===== src/rtl/lc3b_ucode_pkg.sv =====
// LC-3b control-store word layout, branch condition encodings and sequencer defaults.
// Shared by the microsequencer top and its next-address sub-module.
package lc3b_ucode_pkg;

  localparam int unsigned IRD_BIT = 34;
  localparam int unsigned COND_HI = 33;
  localparam int unsigned COND_LO = 32;
  localparam int unsigned J_HI    = 31;
  localparam int unsigned J_LO    = 26;
  localparam int unsigned CTRL_W  = 26;
  localparam int unsigned WORD_W  = 35;
  localparam int unsigned STATE_W = 6;

  localparam logic [STATE_W-1:0] FETCH_STATE_DFLT = 6'd18;

  typedef enum logic [1:0] {
    COND_NONE = 2'd0,
    COND_R    = 2'd1,
    COND_BEN  = 2'd2,
    COND_IR11 = 2'd3
  } cond_e;

  // Packed view of one microinstruction; the field order matches the bit indices above.
  typedef struct packed {
    logic               ird;
    cond_e              cond;
    logic [STATE_W-1:0] j;
    logic [CTRL_W-1:0]  ctrl;
  } uinst_t;

  function automatic uinst_t decode_word(input logic [WORD_W-1:0] w);
    return uinst_t'(w);
  endfunction

endpackage


===== src/rtl/lc3b_microsequencer_if.sv =====
// Control-store and datapath bus between the microsequencer (master) and its
// surroundings (slave): store address/word, IR, BEN, memory ready and datapath controls.
interface lc3b_microsequencer_if;
  import lc3b_ucode_pkg::*;

  logic [STATE_W-1:0] cs_addr;
  logic [WORD_W-1:0]  cs_word;
  logic [15:0]        ir;
  logic               ben;
  logic               mem_ready;
  logic [CTRL_W-1:0]  ctrl;

  modport master (
    output cs_addr,
    output ctrl,
    input  cs_word,
    input  ir,
    input  ben,
    input  mem_ready
  );

  modport slave (
    input  cs_addr,
    input  ctrl,
    output cs_word,
    output ir,
    output ben,
    output mem_ready
  );

endinterface


===== src/rtl/lc3b_next_addr.sv =====
// Combinational LC-3b next-microaddress logic: IRD opcode dispatch, or J with the
// COND-selected bit ORed in (never added, so J bits already set stay set).
module lc3b_next_addr
  import lc3b_ucode_pkg::*;
(
  input  logic               ird,
  input  cond_e              cond,
  input  logic [STATE_W-1:0] j,
  input  logic               ben,
  input  logic               mem_ready,
  input  logic [3:0]         ir_op,
  input  logic               ir11,
  output logic [STATE_W-1:0] next_addr
);

  logic [2:0] cbits;

  always_comb begin
    cbits     = '0;
    cbits[2]  = (cond == COND_BEN)  & ben;
    cbits[1]  = (cond == COND_R)    & mem_ready;
    cbits[0]  = (cond == COND_IR11) & ir11;
    next_addr = ird ? {2'b00, ir_op} : (j | {3'b000, cbits});
  end

endmodule


===== src/rtl/lc3b_microsequencer.sv =====
// LC-3b microsequencer: microstate register driving the control-store address,
// gated datapath controls, memory-wait stall statistics and a sticky wait timeout.
module lc3b_microsequencer
  import lc3b_ucode_pkg::*;
#(
  parameter logic [STATE_W-1:0] FETCH_STATE = FETCH_STATE_DFLT,
  parameter int unsigned        WAIT_LIMIT  = 15,
  parameter int unsigned        STALL_W     = 16
) (
  input  logic                     clk,
  input  logic                     rst_n,
  input  logic                     run,
  lc3b_microsequencer_if.master    bus,
  output logic [STATE_W-1:0]       state,
  output logic                     mem_timeout,
  output logic [STALL_W-1:0]       stall_count
);

  localparam logic [7:0] WAIT_LIM = 8'(WAIT_LIMIT);

  logic [STATE_W-1:0] state_q, state_d;
  logic [7:0]         wait_cnt_q, wait_cnt_d;
  logic               timeout_q, timeout_d;
  logic [STALL_W-1:0] stall_q, stall_d;

  uinst_t             uinst;
  logic [STATE_W-1:0] next_addr;
  logic               advance;
  logic               wait_cyc;
  logic               unused_ir;

  assign uinst     = decode_word(bus.cs_word);
  assign unused_ir = ^bus.ir[10:0];

  lc3b_next_addr u_next_addr (
    .ird       (uinst.ird),
    .cond      (uinst.cond),
    .j         (uinst.j),
    .ben       (bus.ben),
    .mem_ready (bus.mem_ready),
    .ir_op     (bus.ir[15:12]),
    .ir11      (bus.ir[11]),
    .next_addr (next_addr)
  );

  always_comb begin
    state_d    = state_q;
    wait_cnt_d = wait_cnt_q;
    timeout_d  = timeout_q;
    stall_d    = stall_q;
    advance    = run && !timeout_q;
    wait_cyc   = advance && (uinst.cond == COND_R) && !bus.mem_ready;

    if (advance) begin
      state_d = next_addr;
      if (wait_cyc && (stall_q != '1)) begin
        stall_d = stall_q + 1'b1;
      end
      // The wait run restarts whenever memory answers or the microstate moves on.
      if (bus.mem_ready || (next_addr != state_q)) begin
        wait_cnt_d = '0;
      end else if (wait_cyc) begin
        if (wait_cnt_q >= WAIT_LIM) begin
          timeout_d = 1'b1;
        end else begin
          wait_cnt_d = wait_cnt_q + 8'd1;
        end
      end
    end

    bus.ctrl = (rst_n && advance) ? uinst.ctrl : '0;
  end

  always_ff @(posedge clk) begin
    if (!rst_n) begin
      state_q    <= FETCH_STATE;
      wait_cnt_q <= '0;
      timeout_q  <= 1'b0;
      stall_q    <= '0;
    end else begin
      state_q    <= state_d;
      wait_cnt_q <= wait_cnt_d;
      timeout_q  <= timeout_d;
      stall_q    <= stall_d;
    end
  end

  assign bus.cs_addr = state_q;
  assign state       = state_q;
  assign mem_timeout = timeout_q;
  assign stall_count = stall_q;

endmodule


===== src/flat_wrapper.sv =====
// flat-port wrapper written by rule: the top's interface ports become plain ports
module lc3b_microsequencer_flat import lc3b_ucode_pkg::*;
#(
  parameter logic [STATE_W-1:0] FETCH_STATE = FETCH_STATE_DFLT,
  parameter int unsigned        WAIT_LIMIT  = 15,
  parameter int unsigned        STALL_W     = 16
)
  (clk, rst_n, run, state, mem_timeout, stall_count, bus_cs_addr, bus_ctrl, bus_cs_word, bus_ir, bus_ben, bus_mem_ready);
  lc3b_microsequencer_if bus_i ();
  input  logic clk;
  input  logic rst_n;
  input  logic run;
  output logic [STATE_W-1:0] state;
  output logic mem_timeout;
  output logic [STALL_W-1:0] stall_count;
  output wire logic [$bits(bus_i.cs_addr)-1:0] bus_cs_addr;
  output wire logic [$bits(bus_i.ctrl)-1:0] bus_ctrl;
  input wire logic [$bits(bus_i.cs_word)-1:0] bus_cs_word;
  input wire logic [$bits(bus_i.ir)-1:0] bus_ir;
  input wire logic [$bits(bus_i.ben)-1:0] bus_ben;
  input wire logic [$bits(bus_i.mem_ready)-1:0] bus_mem_ready;
  assign bus_cs_addr = bus_i.cs_addr;
  assign bus_ctrl = bus_i.ctrl;
  assign bus_i.cs_word = bus_cs_word;
  assign bus_i.ir = bus_ir;
  assign bus_i.ben = bus_ben;
  assign bus_i.mem_ready = bus_mem_ready;
  lc3b_microsequencer #(.FETCH_STATE(FETCH_STATE), .WAIT_LIMIT(WAIT_LIMIT), .STALL_W(STALL_W)) u_core (.clk(clk), .rst_n(rst_n), .run(run), .bus(bus_i), .state(state), .mem_timeout(mem_timeout), .stall_count(stall_count));
endmodule

===== config.mk =====
export PLATFORM = sky130hd
export DESIGN_NAME = lc3b_microsequencer_flat
export DESIGN_NICKNAME = d
export VERILOG_FILES = /design/src/rtl/lc3b_ucode_pkg.sv /design/src/rtl/lc3b_microsequencer_if.sv /design/src/rtl/lc3b_next_addr.sv /design/src/rtl/lc3b_microsequencer.sv /design/src/flat_wrapper.sv
export SDC_FILE = /design/constraint.sdc
export NUM_CORES = 1
export LEC_CHECK = 0
export CAP_MARGIN = 20
export CORE_MARGIN = 4
export CORE_UTILIZATION = 41
export CTS_BUF_LIST = sky130_fd_sc_hd__clkbuf_2
export CTS_CLUSTER_SIZE = 24
export DETAILED_ROUTE_END_ITERATION = 8
export PLACE_DENSITY = 0.88
export SYNTH_ARGS = -nofsm -noshare
export SYNTH_HDL_FRONTEND = slang
export SYNTH_HIERARCHICAL = 1
export SYNTH_SLANG_ARGS = --single-unit

===== constraint.sdc =====
create_clock -name clk -period 5.5 [get_ports clk]
set_input_delay 0.55 -clock clk [delete_from_list [all_inputs] [get_ports clk]]
set_output_delay 0.55 -clock clk [all_outputs]
set_load 0.01 [all_outputs]

Word level (Yosys, flattened, before mapping) --
Cells that the tools add are included. W data, S select, Z words.
Storage, ports and cells: input bits 56, bits in registers 31, output and inout bits 55, logic and storage cells 35
Cells by class: eq/ne operators 6, reductions and logical operators 12, add/sub/neg operators 2, $lt $le $gt $ge 1, muxes and demuxes 5, bitwise operators 5
Operators by type and width (number):
- $mux W26 | 1
- $mux W8 | 3
- $add A16 B1 Y16 const B | 1
- $ne A16 B16 Y1 const B | 1
- $add A8 B1 Y8 const B | 1
- $ge A8 B4 Y1 const B | 1
- $mux W6 | 1
- $ne A6 B6 Y1 | 1
- $or A6 B3 Y6 | 1
- $logic_and A1 B1 Y1 | 5
- $eq A2 B2 Y1 const B | 2
- $reduce_and A4 Y1 | 1
- $and A1 B1 Y1 | 3
- $reduce_and A3 Y1 | 1
- $eq A2 B1 Y1 const B | 1
- $logic_not A1 Y1 | 2
- $ne A2 B1 Y1 const B | 1
- $reduce_and A2 Y1 | 1
- $reduce_bool A2 Y1 | 1
- $logic_or A1 B1 Y1 | 1
- $not A1 Y1 | 1

Logic depth before layout (Yosys ltp) --
Gate-level depths: netlist of run 1.
depth in word-level cells 8, depth in mapped cells 8, mapped depth without buffers 7

Hierarchy --
The synthesis of run 1 kept the hierarchy.
Modules (own cells, without submodules):
- lc3b_microsequencer | area each 1692.9 µm², seq. area each 620.6 µm², instances 1, cells each 211
- lc3b_next_addr | area each 102.6 µm², seq. area each 0.0 µm², instances 1, cells each 14

Worst setup path after synthesis of run 1 --
Ideal clock, no wire load.
kind input to register, start point input bus_cs_word[34], end point register u_core.wait_cnt_q[2], stages 7, slack 3.418 ns, data required time 5.426 ns, arrival 2.008 ns, setup time 0.074 ns, buffers on the path 1, cell sequence buf_6 -> mux2_4 -> xor2_1 -> nor2_1 -> nand4_1 -> or4_1 -> a31oi_1
Between the ends: cells in the longest elaborated chain, start to end 5, elaborated cells on any way between the ends 7, those cells by class eq/ne (2); mux (2); reduce/logical (3)
RTL lines:
- start: declaration | line flat_wrapper.sv:18 | input wire logic [$bits(bus_i.cs_word)-1:0] bus_cs_word;
- $mux W6 (*) | line lc3b_next_addr.sv:23 | next_addr = ird ? {2'b00, ir_op} : (j | {3'b000, cbits});
- named net u_core.next_addr[3] | line lc3b_microsequencer.sv:27 | logic [STATE_W-1:0] next_addr;
- $ne A6 B6 Y1 (*) | line lc3b_microsequencer.sv:60 | if (bus.mem_ready || (next_addr != state_q)) begin
- $logic_or A1 B1 Y1 (*) | line lc3b_microsequencer.sv:60
- $ne A2 B1 Y1 (no source line) or $reduce_bool A2 Y1 (tied branches)
- $reduce_and A3 Y1 (no source line)
- end signal: assignment | line lc3b_microsequencer.sv:82 | wait_cnt_q <= wait_cnt_d;
- end: declaration | line lc3b_microsequencer.sv:22 | logic [7:0] wait_cnt_q, wait_cnt_d;
The timed path passes the listed nets; every way through them passes the cells marked *. A chain may end at the register's enable or synchronous reset.

Worst setup path after layout of run 1 --
start point input rst_n, end point output bus_ctrl[16]
Between the ends: cells in the longest elaborated chain, start to end 2
RTL lines:
- start: declaration | line flat_wrapper.sv:11 | input logic rst_n;
- $logic_and A1 B1 Y1 | line lc3b_microsequencer.sv:71 | bus.ctrl = (rst_n && advance) ? uinst.ctrl : '0;
- $mux W26 | line lc3b_microsequencer.sv:71
- end: declaration | line flat_wrapper.sv:17 | output wire logic [$bits(bus_i.ctrl)-1:0] bus_ctrl;
No other way between the ends.

==> results of run 1 <==
## worst max path at each step
stage / end / startpoint
2_1_floorplan: u_core/wait_cnt_q[2] / bus_cs_word[34]
6_report: bus_ctrl[16] / rst_n
3_3_place_gp: bus_ctrl[16] / run
5_1_grt: bus_ctrl[16] / rst_n
4_1_cts: bus_ctrl[16] / run
3_5_place_dp: bus_ctrl[16] / run
## cells in the final DEF, fill, tap and decap left out, types with 5 or more instances in the layout
cell,count
clkdlybuf4s50_1,99
dfxtp_1,31
and3_1,29
nand2_1,25
nor2_1,20
a21oi_1,13
xnor2_1,11
nor3_1,9
nand3_1,9
clkbuf_2,7
nand4_1,5
xor2_1,5
## stage by stage
stage	setup WS (ps)	cell area [sq um]	hold slack, ps
6_report	2485	2803	480.0
2_1_floorplan	3418	1795	430.9
5_1_grt	2377	2803	495.7
3_5_place_dp	2132	2735	451.8
4_1_cts	2120	2775	488.1
3_3_place_gp	2120	2735	445.0
## state kept, by name (all words and copies together) (netlist names)
signal              flops
u_core/mem_timeout      1
u_core/bus.cs_addr      6
u_core/wait_cnt_q       8
u_core/stall_count     16
## layer usage
metal	wire length [um]	global-route usage (%)	vias up
met5	0	0	-
met4	55	5.231	0
met3	381	6.351	5
met2	2586	30.91	66
met1	2278	22.86	892
li1	-	-	974
## report_power, final
part           internal (mW)  switching [mW]  total [mW]
Sequential             0.228         0.00382       0.232
Clock                 0.0347          0.0760       0.111
Combinational         0.0638          0.0410       0.105
## cell families (layout without fill, tap and decap cells)
group,count (synthesis),count (layout),synth area share (%)
xor gates and xnor gates,16,16,7.805
adders and majority gates,2,2,1.394
and+or+nand+nor,120,120,36.45
AOI/OAI and AO/OA,30,30,10.66
DFF,31,31,34.56
muxes,3,3,1.951
buffers and inverters,23,112,7.176
## area by class of cell
type,count,area [sq um]
fillers,322,1313
well taps,50,62.56
repair buffers,100,1018
clock buffers,7,35.03
flip-flops and latches,31,620.6
clock inverters,1,5.005
multi-input cells,171,1046
inverters,4,15.01
## worst max-delay path: cells and delay by family
kind | cells | cell delay [ps]
buffers and inverters | 2 | 1610
AND/OR/NAND/NOR | 1 | 310
==> key figures, run 1 <==
Detailed routing
  – Post-DR wirelength/cell: roughly 15 um
  – First-pass detailed-route iteration total: 4
  – Via count: approximately 1.9k
  – DR iter-0 viols: 100
  – Via/cell ratio: between 5 and 6
  – Final ANT Viol Nets: 0
  – Drt drc: 0
  – Routed WL: 5301 um

Yosys
  – Cell variety after synth: 48
  – Synth Instances: 225
  – Number of synthesized flops with an enable pin: 0
  – Commonest cells in the netlist: dfxtp_1, and3_1, nand2_1
  – Syn_area_per_cell: around 8.0 sq um
  – Main flop type after synthesis: dfxtp_1
  – Dominant cell type by area after synthesis: dfxtp_1
  – Count leader, synth: dfxtp_1
  – FF+latch count, synth: 31
  – Ys async rst share: 0%
  – Cell Area, Synth: 1795 sq um
  – Synth top area share: ~35%
  – Ys Warns: 6
  – Synthesized Nets: between 200 and 300
  – Synth area leaders: dfxtp_1, and3_1, xnor2_1
  – Post-synthesis sequential area ratio: about 35%

STA
  – Max Slew Vio Count: 0
  – Tmin final: 3015 ps
  – Setup TNS: 0 ps
  – # setup viols final: 0
  – Tcrit/Tclk final: 54.82%
  – Clock skew: ~23 ps
  – RSZ-0062 raised after global routing: no
  – Max Fclk: 331.7 MHz
  – Slew margin rel.: 41.26%
  – Worst Max-Slew Pin Slew: between 800 and 900 ps
  – Hold Fails Final Rpt: 0

Min path
  – Hold Path Class: reg2reg
  – Hold Startpoint: u_core/wait_cnt_q[6]
  – Hold path depth: 1
  – End of the worst hold path: u_core/wait_cnt_q[6]

CTS
  – Root Driver: clkbuf_2
  – Clock slew at reported path FFs: 130 ps
  – H-tree Lvls: 2
  – TritonCTS clock tree: done
  – Clock sink total: 31
  – Setup Fix Bufs, Post-CTS: 0
  – Total CTS buffers: 5
  – CTS Buffer Depth: 2
  – CTS resizes: 0
  – Later-pin clock latency in the skew report: around 370 ps
  – Hold buffers post-CTS: 0

Global route
  – First-pass GRT wire length: approximately 8000 um
  – Initial antenna violation count: 0
  – Largest net degree at the start of global routing: 39
  – Gr ovfl total: 0
  – Vias in the first global route: about 1.8k
  – Total track usage: between 10% and 20%

Placed design
  – Placed Cells: ~360
  – DP HPWL: 4005 um
  – Gp weighted congestion: 0.8065
  – PortBufs: between 90 and 100

Setup path
  – CP Cell Sequence: clkdlybuf4s50_1, and3_1, clkdlybuf4s50_1
  – Critical Path End Type: output pin
  – R2R depth: 5
  – CP required: about 5000 ps
  – Crit-path most repeated cell: clkdlybuf4s50_1
  – Maximum fanout along the worst path: 34
  – Cell at the slowest stage of the critical path: clkdlybuf4s50_1
  – Critical path type: in2out
  – Worst r2r dst: u_core/stall_count[0]
  – Worst flop-to-flop path startpoint: u_core/stall_count[10]
  – Arrival time at the worst endpoint: 2470 ps
  – R2R Setup Slk: 3370 ps
  – Crit path largest cell delay: around 1100 ps
  – Critical Path Source Type: input port

Power
  – Worst IR Drop VDD: slightly above 100 uV
  – PD cells: 159.5 nW/um^2
  – Leak: 1.078 nW
  – Overall power: ~0.45 mW

Floorplanning
  – Core Rows: 23
  – Die extent in y: about 74 um
  – Initial core utilization: 43.63%
  – Die W: 74.18 um
  – Core Region: 4115 sq um
  – Die Area: between 5000 and 6000 sq um
  – I/O pin count: about 110

Job
  – MaxCap Viol Count: 0

Layout
  – Layout cell share with drive strength beyond 1: about 5%
  – Fin cells: about 360
  – Area Overhead vs Synth: 56.10%
  – Final core utilization: between 60% and 70%
  – Antenna Cells: 0
  – Layout Nets: 371

Run status
  – Run status: finished clean
(Power assumes the default switching activity.)
==> inputs of run 2 (changes only) <==
- CORE_UTILIZATION: 41 -> 34
- PLACE_DENSITY: 0.88 -> 0.78
- clock period: 5.5 -> 2.55 ns (I/O delays scaled with it)
==> run 2 against run 1 <==
Critical endpoint is now bus_ctrl[12]. Final cell count up 6.9%. Largest power group unchanged. Largest cell class unchanged. Critical path depth is 2 higher. Critical path type unchanged. Power increased by 110%. First-iteration DRC count rose by 39%.
==> key figures, run 2 (synthesis gave the netlist of run 1 again) <==
Run status
  – Run status: finished clean

CTS
  – Clock sink total: 31 (unchanged)
  – Later-pin clock latency in the skew report: 360 ps (about the same)
  – Setup Fix Bufs, Post-CTS: 0 (unchanged)
  – CTS resizes: 0 (unchanged)
  – Total CTS buffers: 5 (unchanged)
  – H-tree Lvls: 2 (unchanged)
  – TritonCTS clock tree: done
  – Hold buffers post-CTS: 0 (unchanged)
  – CTS Buffer Depth: 2 (unchanged)
  – Root Driver: clkbuf_2
  – Clock slew at reported path FFs: 150 ps (+20 ps)

Floorplanning
  – Die extent in y: 80.67 um (+8.8%)
  – Core Rows: 26 (+13%)
  – I/O pin count: 111 (unchanged)
  – Core Region: 5107 sq um (+24%)
  – Initial core utilization: 35.15% (-8.5 points)
  – Die Area: 6508 sq um (+18%)
  – Die W: 80.67 um (+8.8%)

Global route
  – Total track usage: 17.10% (-1.5 points)
  – Vias in the first global route: 1829 (+3.3%)
  – First-pass GRT wire length: 8666 um (+8.0%)
  – Initial antenna violation count: 0 (unchanged)
  – Largest net degree at the start of global routing: 26 (-33%)
  – Gr ovfl total: 0 (unchanged)

Power
  – Leak: 1.092 nW (+1.3%)
  – Sequential share of power: 52.3% (+0.5 points)
  – Internal: 0.6881 mW (+110%)
  – PD cells: 335.6 nW/um^2 (+110%)
  – Switching Fraction: 27.97% (+0.96 points)
  – Clk pwr share: 23.8% (-0.9 points)
  – Worst IR Drop VDD: 149.4 uV (+46%)
  – Sw Pwr: 0.2672 mW (+120%)
  – Power share of the combinational group: 23.8% (+0.4 points)

Layout
  – Number of flip-flops in the largest register: 16 (unchanged)
  – Layout cell share with drive strength beyond 1: 6.270% (+1.2 points)
  – Layout Nets: 377 (+1.6%)
  – Fin area: 2846 sq um (+1.6%)
  – Most frequent cells in the layout: clkdlybuf4s50_1, dfxtp_1, and3_1
  – Most common cell after layout, fill and taps aside: clkdlybuf4s50_1
  – Area Overhead vs Synth: 58.54%
  – Antenna Cells: 0 (unchanged)

Detailed routing
  – Routed WL: 5621 um (+6.0%)
  – Final ANT Viol Nets: 0 (unchanged)
  – Via count: 1894 (-2.2%)
  – First-pass detailed-route iteration total: 4 (unchanged)
  – Via/cell ratio: 4.869 (-8.5%)
  – DR iter-0 viols: 139 (+39%)
  – Post-DR wirelength/cell: 14.45 um (-0.78%)
  – Drt drc: 0 (unchanged)

Setup path
  – CP required: 2300 ps (-2650 ps)
  – Crit path largest cell delay: 560 ps (-490 ps)
  – Maximum fanout along the worst path: 25 (-26%)
  – Worst Path Buf+Inv: 3 (+1)
  – Cell at the slowest stage of the critical path: clkdlybuf4s50_1
  – Arrival time at the worst endpoint: 1930 ps (-540 ps)
  – R2R Setup Slk: 530 ps (-2840 ps)
  – Critical Path Source Type: input port
  – Top Family by Delay on Critical Path: buffers and inverters
  – CP Cell Sequence: clkdlybuf4s50_1, nor2b_2, buf_4, and3_1, clkdlybuf4s50_1
  – Critical path type: in2out
  – Critical Path End Type: output pin
  – Crit-path most repeated cell: clkdlybuf4s50_1

Min path
  – Hold Path Class: reg2reg

STA
  – Hold Fails Final Rpt: 0 (unchanged)
  – Tcrit/Tclk final: 85.72%
  – # setup viols final: 0 (unchanged)
  – Setup TNS: 0 ps (unchanged)
  – Max Fclk: 457.5 MHz
  – Clock skew: 9.638 ps (-13.44 ps)
  – RSZ-0062 raised after global routing: no
  – Max Slew Vio Count: 0 (unchanged)
  – Slew margin rel.: 70.01% (+29 points)
  – Final worst setup slack: 364.0 ps (-2121 ps)
  – Worst Max-Slew Pin Slew: 446.1 ps (-432.2 ps)
  – Tmin final: about 2200 ps

Placed design
  – Pre-CTS setup slack: 125.3 ps (-2006 ps)
  – Gp weighted congestion: 0.8672 (+7.5%)
  – DP HPWL: 4361 um (+8.9%)
  – DP Area: 2813 sq um (+2.8%)
  – PortBufs: 99 (unchanged)

Job
  – MaxCap Viol Count: 0 (unchanged)
run 2: final cells by class:
type	count	area, sq um
clock buffers	5	25.02
clock inverters	2	8.758
fillers	495	2261
inverters	4	15.01
multi-input cells	171	1046
flip-flops and latches	31	620.6
well taps	70	87.58
repair buffers	106	1044
run 2: path summary, 6_finish.rpt:
check | startpoint | to | cells after the start
worst max-delay path | run | bus_ctrl[12] | 5
worst min-delay path | u_core/wait_cnt_q[6] | u_core/wait_cnt_q[6] | 1
worst max register to register | u_core/wait_cnt_q[7] | u_core/wait_cnt_q[2] | 5
worst min register to register | u_core/wait_cnt_q[6] | u_core/wait_cnt_q[6] | 1
run 2: through the flow:
step	std cells	hold slack [ps]	utilization (%)	total power, mW
2_1_floorplan	225	430.9	-	0.6028
3_3_place_gp	382	445.8	55.07	0.7335
3_5_place_dp	382	454.0	55.07	0.7380
4_1_cts	389	490.1	55.73	0.9676
5_1_grt	389	508.0	55.73	1.011
6_report	389	480.3	55.73	0.9553
run 2: per-layer routing:
layer / up-vias / wire length, um / global-route usage (%)
met3: 8 / 218 / 3.700
met1: 873 / 2477 / 22.49
met2: 37 / 2853 / 27.48
met5: - / 0 / 0
met4: 0 / 72 / 5.912
li1: 976 / - / -
run 2: power by group through the flow:
stage,clock [mW],combinational [mW],sequential [mW]
2_1_floorplan,0,0.0909,0.512
3_3_place_gp,0,0.224,0.510
3_5_place_dp,0,0.228,0.510
4_1_cts,0.239,0.229,0.500
5_1_grt,0.265,0.244,0.502
6_report,0.228,0.228,0.500
==> inputs of run 3 (changes only) <==
- CORE_UTILIZATION: 34 -> 33
- CTS_BUF_LIST: sky130_fd_sc_hd__clkbuf_2 -> default
- PLACE_DENSITY: 0.78 -> 0.76
==> run 3 against run 2 <==
Sequential power is essentially flat. Final cell count grew 0.26%. Power grew 16%. Clock power grew 68%. Final area grew 2.6%. Count of clock-buffer cells in the layout grew 1. Register-to-register slack lost 40 ps. Non-clock buffer count grew 1. Sequential share of layout area shrank 0.55 points. Maximum frequency shrank 3.6%. Global-route usage shrank 1.1 points. Clock skew shrank 1.3 ps.
==> key figures, run 3 (synthesis gave the netlist of run 1 again) <==
STA
  – Max Slew Vio Count: 0 (unchanged)
  – # setup viols final: 0 (unchanged)
  – Hold slack: 462.6 ps (-17.66 ps)
  – Max Fclk: 441.2 MHz (-3.6%)
  – Slew margin rel.: 73.50% (+3.5 points)
  – Tmin final: 2267 ps (+80.70 ps)
  – Worst Max-Slew Pin Slew: 397.5 ps (-48.61 ps)
  – Tcrit/Tclk final: 88.89% (+3.2 points)
  – Hold Fails Final Rpt: 0 (unchanged)
  – Clock skew: 8.344 ps (-1.293 ps)
  – Setup TNS: 0 ps (unchanged)
  – RSZ-0062 raised after global routing: no

CTS
  – Clock slew at reported path FFs: 60 ps (-90 ps)
  – Root Driver: clkbuf_8
  – CTS resizes: 0 (unchanged)
  – Setup Fix Bufs, Post-CTS: 0 (unchanged)
  – H-tree Lvls: 2 (unchanged)
  – TritonCTS clock tree: done
  – Total CTS buffers: 5 (unchanged)
  – Hold buffers post-CTS: 0 (unchanged)
  – Clock sink total: 31 (unchanged)
  – CTS Buffer Depth: 2 (unchanged)
  – Later-pin clock latency in the skew report: 280 ps (-80 ps)

Layout
  – Most frequent cells in the layout: clkdlybuf4s50_1, dfxtp_1, and3_1
  – Area Overhead vs Synth: 62.65%
  – Final core utilization: 56.11% (+0.37 points)
  – Layout Nets: 378 (+0.27%)
  – Most common cell after layout, fill and taps aside: clkdlybuf4s50_1
  – Antenna Cells: 0 (unchanged)
  – Layout cell share with drive strength beyond 1: 6.875% (+0.61 points)
  – Number of flip-flops in the largest register: 16 (unchanged)

Detailed routing
  – Met1 wire length: 2456 um (-0.85%)
  – First-pass detailed-route iteration total: 5 (+1)
  – Via count: 1865 (-1.5%)
  – Metal3 WL: 228 um (+4.6%)
  – Post-DR wirelength/cell: 14.13 um (-2.2%)
  – Final ANT Viol Nets: 0 (unchanged)
  – Via/cell ratio: 4.782 (-1.8%)
  – DR iter-0 viols: 124 (-11%)
  – Drt drc: 0 (unchanged)
  – Routed WL: 5509 um (-2.0%)
  – Top Layer Used: met4
  – Met2 WL post-DR: 2787 um (-2.3%)

Power
  – Overall power: 1.111 mW (+16%)
  – Power share of the combinational group: 20.7% (-3.1 points)
  – Sw Pwr: 0.2674 mW (about the same)
  – Sequential share of power: 44.9% (-7.4 points)
  – Leak: 1.122 nW (+2.7%)
  – PD cells: 380.3 nW/um^2 (+13%)
  – Internal: 0.8431 mW (+23%)
  – Worst IR Drop VDD: 233.1 uV (+56%)
  – Switching Fraction: 24.08% (-3.9 points)
  – Clk pwr share: 34.4% (+11 points)

Setup path
  – Maximum fanout along the worst path: 26 (+4.0%)
  – Arrival time at the worst endpoint: 2010 ps (+80 ps)
  – CP required: 2300 ps (about the same)
  – Critical Path Source Type: input port
  – Critical Path End Type: output pin
  – Critical path type: in2out
  – R2R Setup Slk: 490 ps (-40 ps)

Floorplanning
  – Die W: 81.76 um (+1.4%)
  – Core Region: 5205 sq um (+1.9%)
  – Initial core utilization: 34.50% (-0.66 points)
  – I/O pin count: 111 (unchanged)
  – Core Rows: 26 (unchanged)
  – Die extent in y: 81.76 um (+1.4%)
  – Die Area: 6685 sq um (+2.7%)

Min path
  – Hold Path Class: reg2reg

Job
  – MaxCap Viol Count: 0 (unchanged)

Global route
  – Initial antenna violation count: 0 (unchanged)
  – Gr ovfl total: 0 (unchanged)
  – Total track usage: 15.99% (-1.1 points)
  – First-pass GRT wire length: 8328 um (-3.9%)
  – Vias in the first global route: 1695 (-7.3%)
  – Largest net degree at the start of global routing: 35 (+35%)

Placed design
  – Gp weighted congestion: 0.8341 (-3.8%)
  – PortBufs: 99 (unchanged)
  – DP HPWL: 4267 um (-2.2%)

Run status
  – Run status: finished clean
run 3: layout make-up:
class / count / area (sq um)
Clock buffer: 6 / 82.58
Inverter: 4 / 15.01
Clock inverter: 1 / 5.005
Timing Repair Buffer: 107 / 1064
Tap cell: 70 / 87.58
Sequential cell: 31 / 620.6
Multi-Input combinational cell: 171 / 1046
Fill cell: 480 / 2285
run 3: path summary, 6_finish.rpt:
kind	startpoint	to	cells after the start
max	run	bus_ctrl[15]	5
min	u_core/wait_cnt_q[6]	u_core/wait_cnt_q[6]	1
max reg2reg	u_core/wait_cnt_q[7]	u_core/wait_cnt_q[2]	5
min reg2reg	u_core/wait_cnt_q[6]	u_core/wait_cnt_q[6]	1
run 3: through the flow:
step	instances	cell area, sq um	setup WS [ps]
global route	390	2920	216.5
finish	390	2920	283.3
floorplan	225	1795	626.8
detailed placement	383	2833	125.3
CTS	390	2920	288.6
global placement	383	2833	134.6
run 3: worst max-delay path: stages:
cell and delay, ps:
clkdlybuf4s50_1 490, nor2b_2 330, buf_12 200, and3_1 180, clkdlybuf4s50_1 550
run 3: routing by layer:
metal / track usage [%] / vias to the layer above
li1: - / 984
met5: 0 / -
met4: 4.651 / 0
met1: 21.90 / 843
met2: 24.07 / 36
met3: 4.825 / 2
run 3: power by group through the flow:
stage / Clock, mW / Combinational [mW] / Sequential, mW
4_1_cts: 0.396 / 0.230 / 0.499
3_3_place_gp: 0 / 0.227 / 0.509
5_1_grt: 0.416 / 0.246 / 0.500
3_5_place_dp: 0 / 0.229 / 0.510
2_1_floorplan: 0 / 0.0909 / 0.512
6_report: 0.382 / 0.229 / 0.499
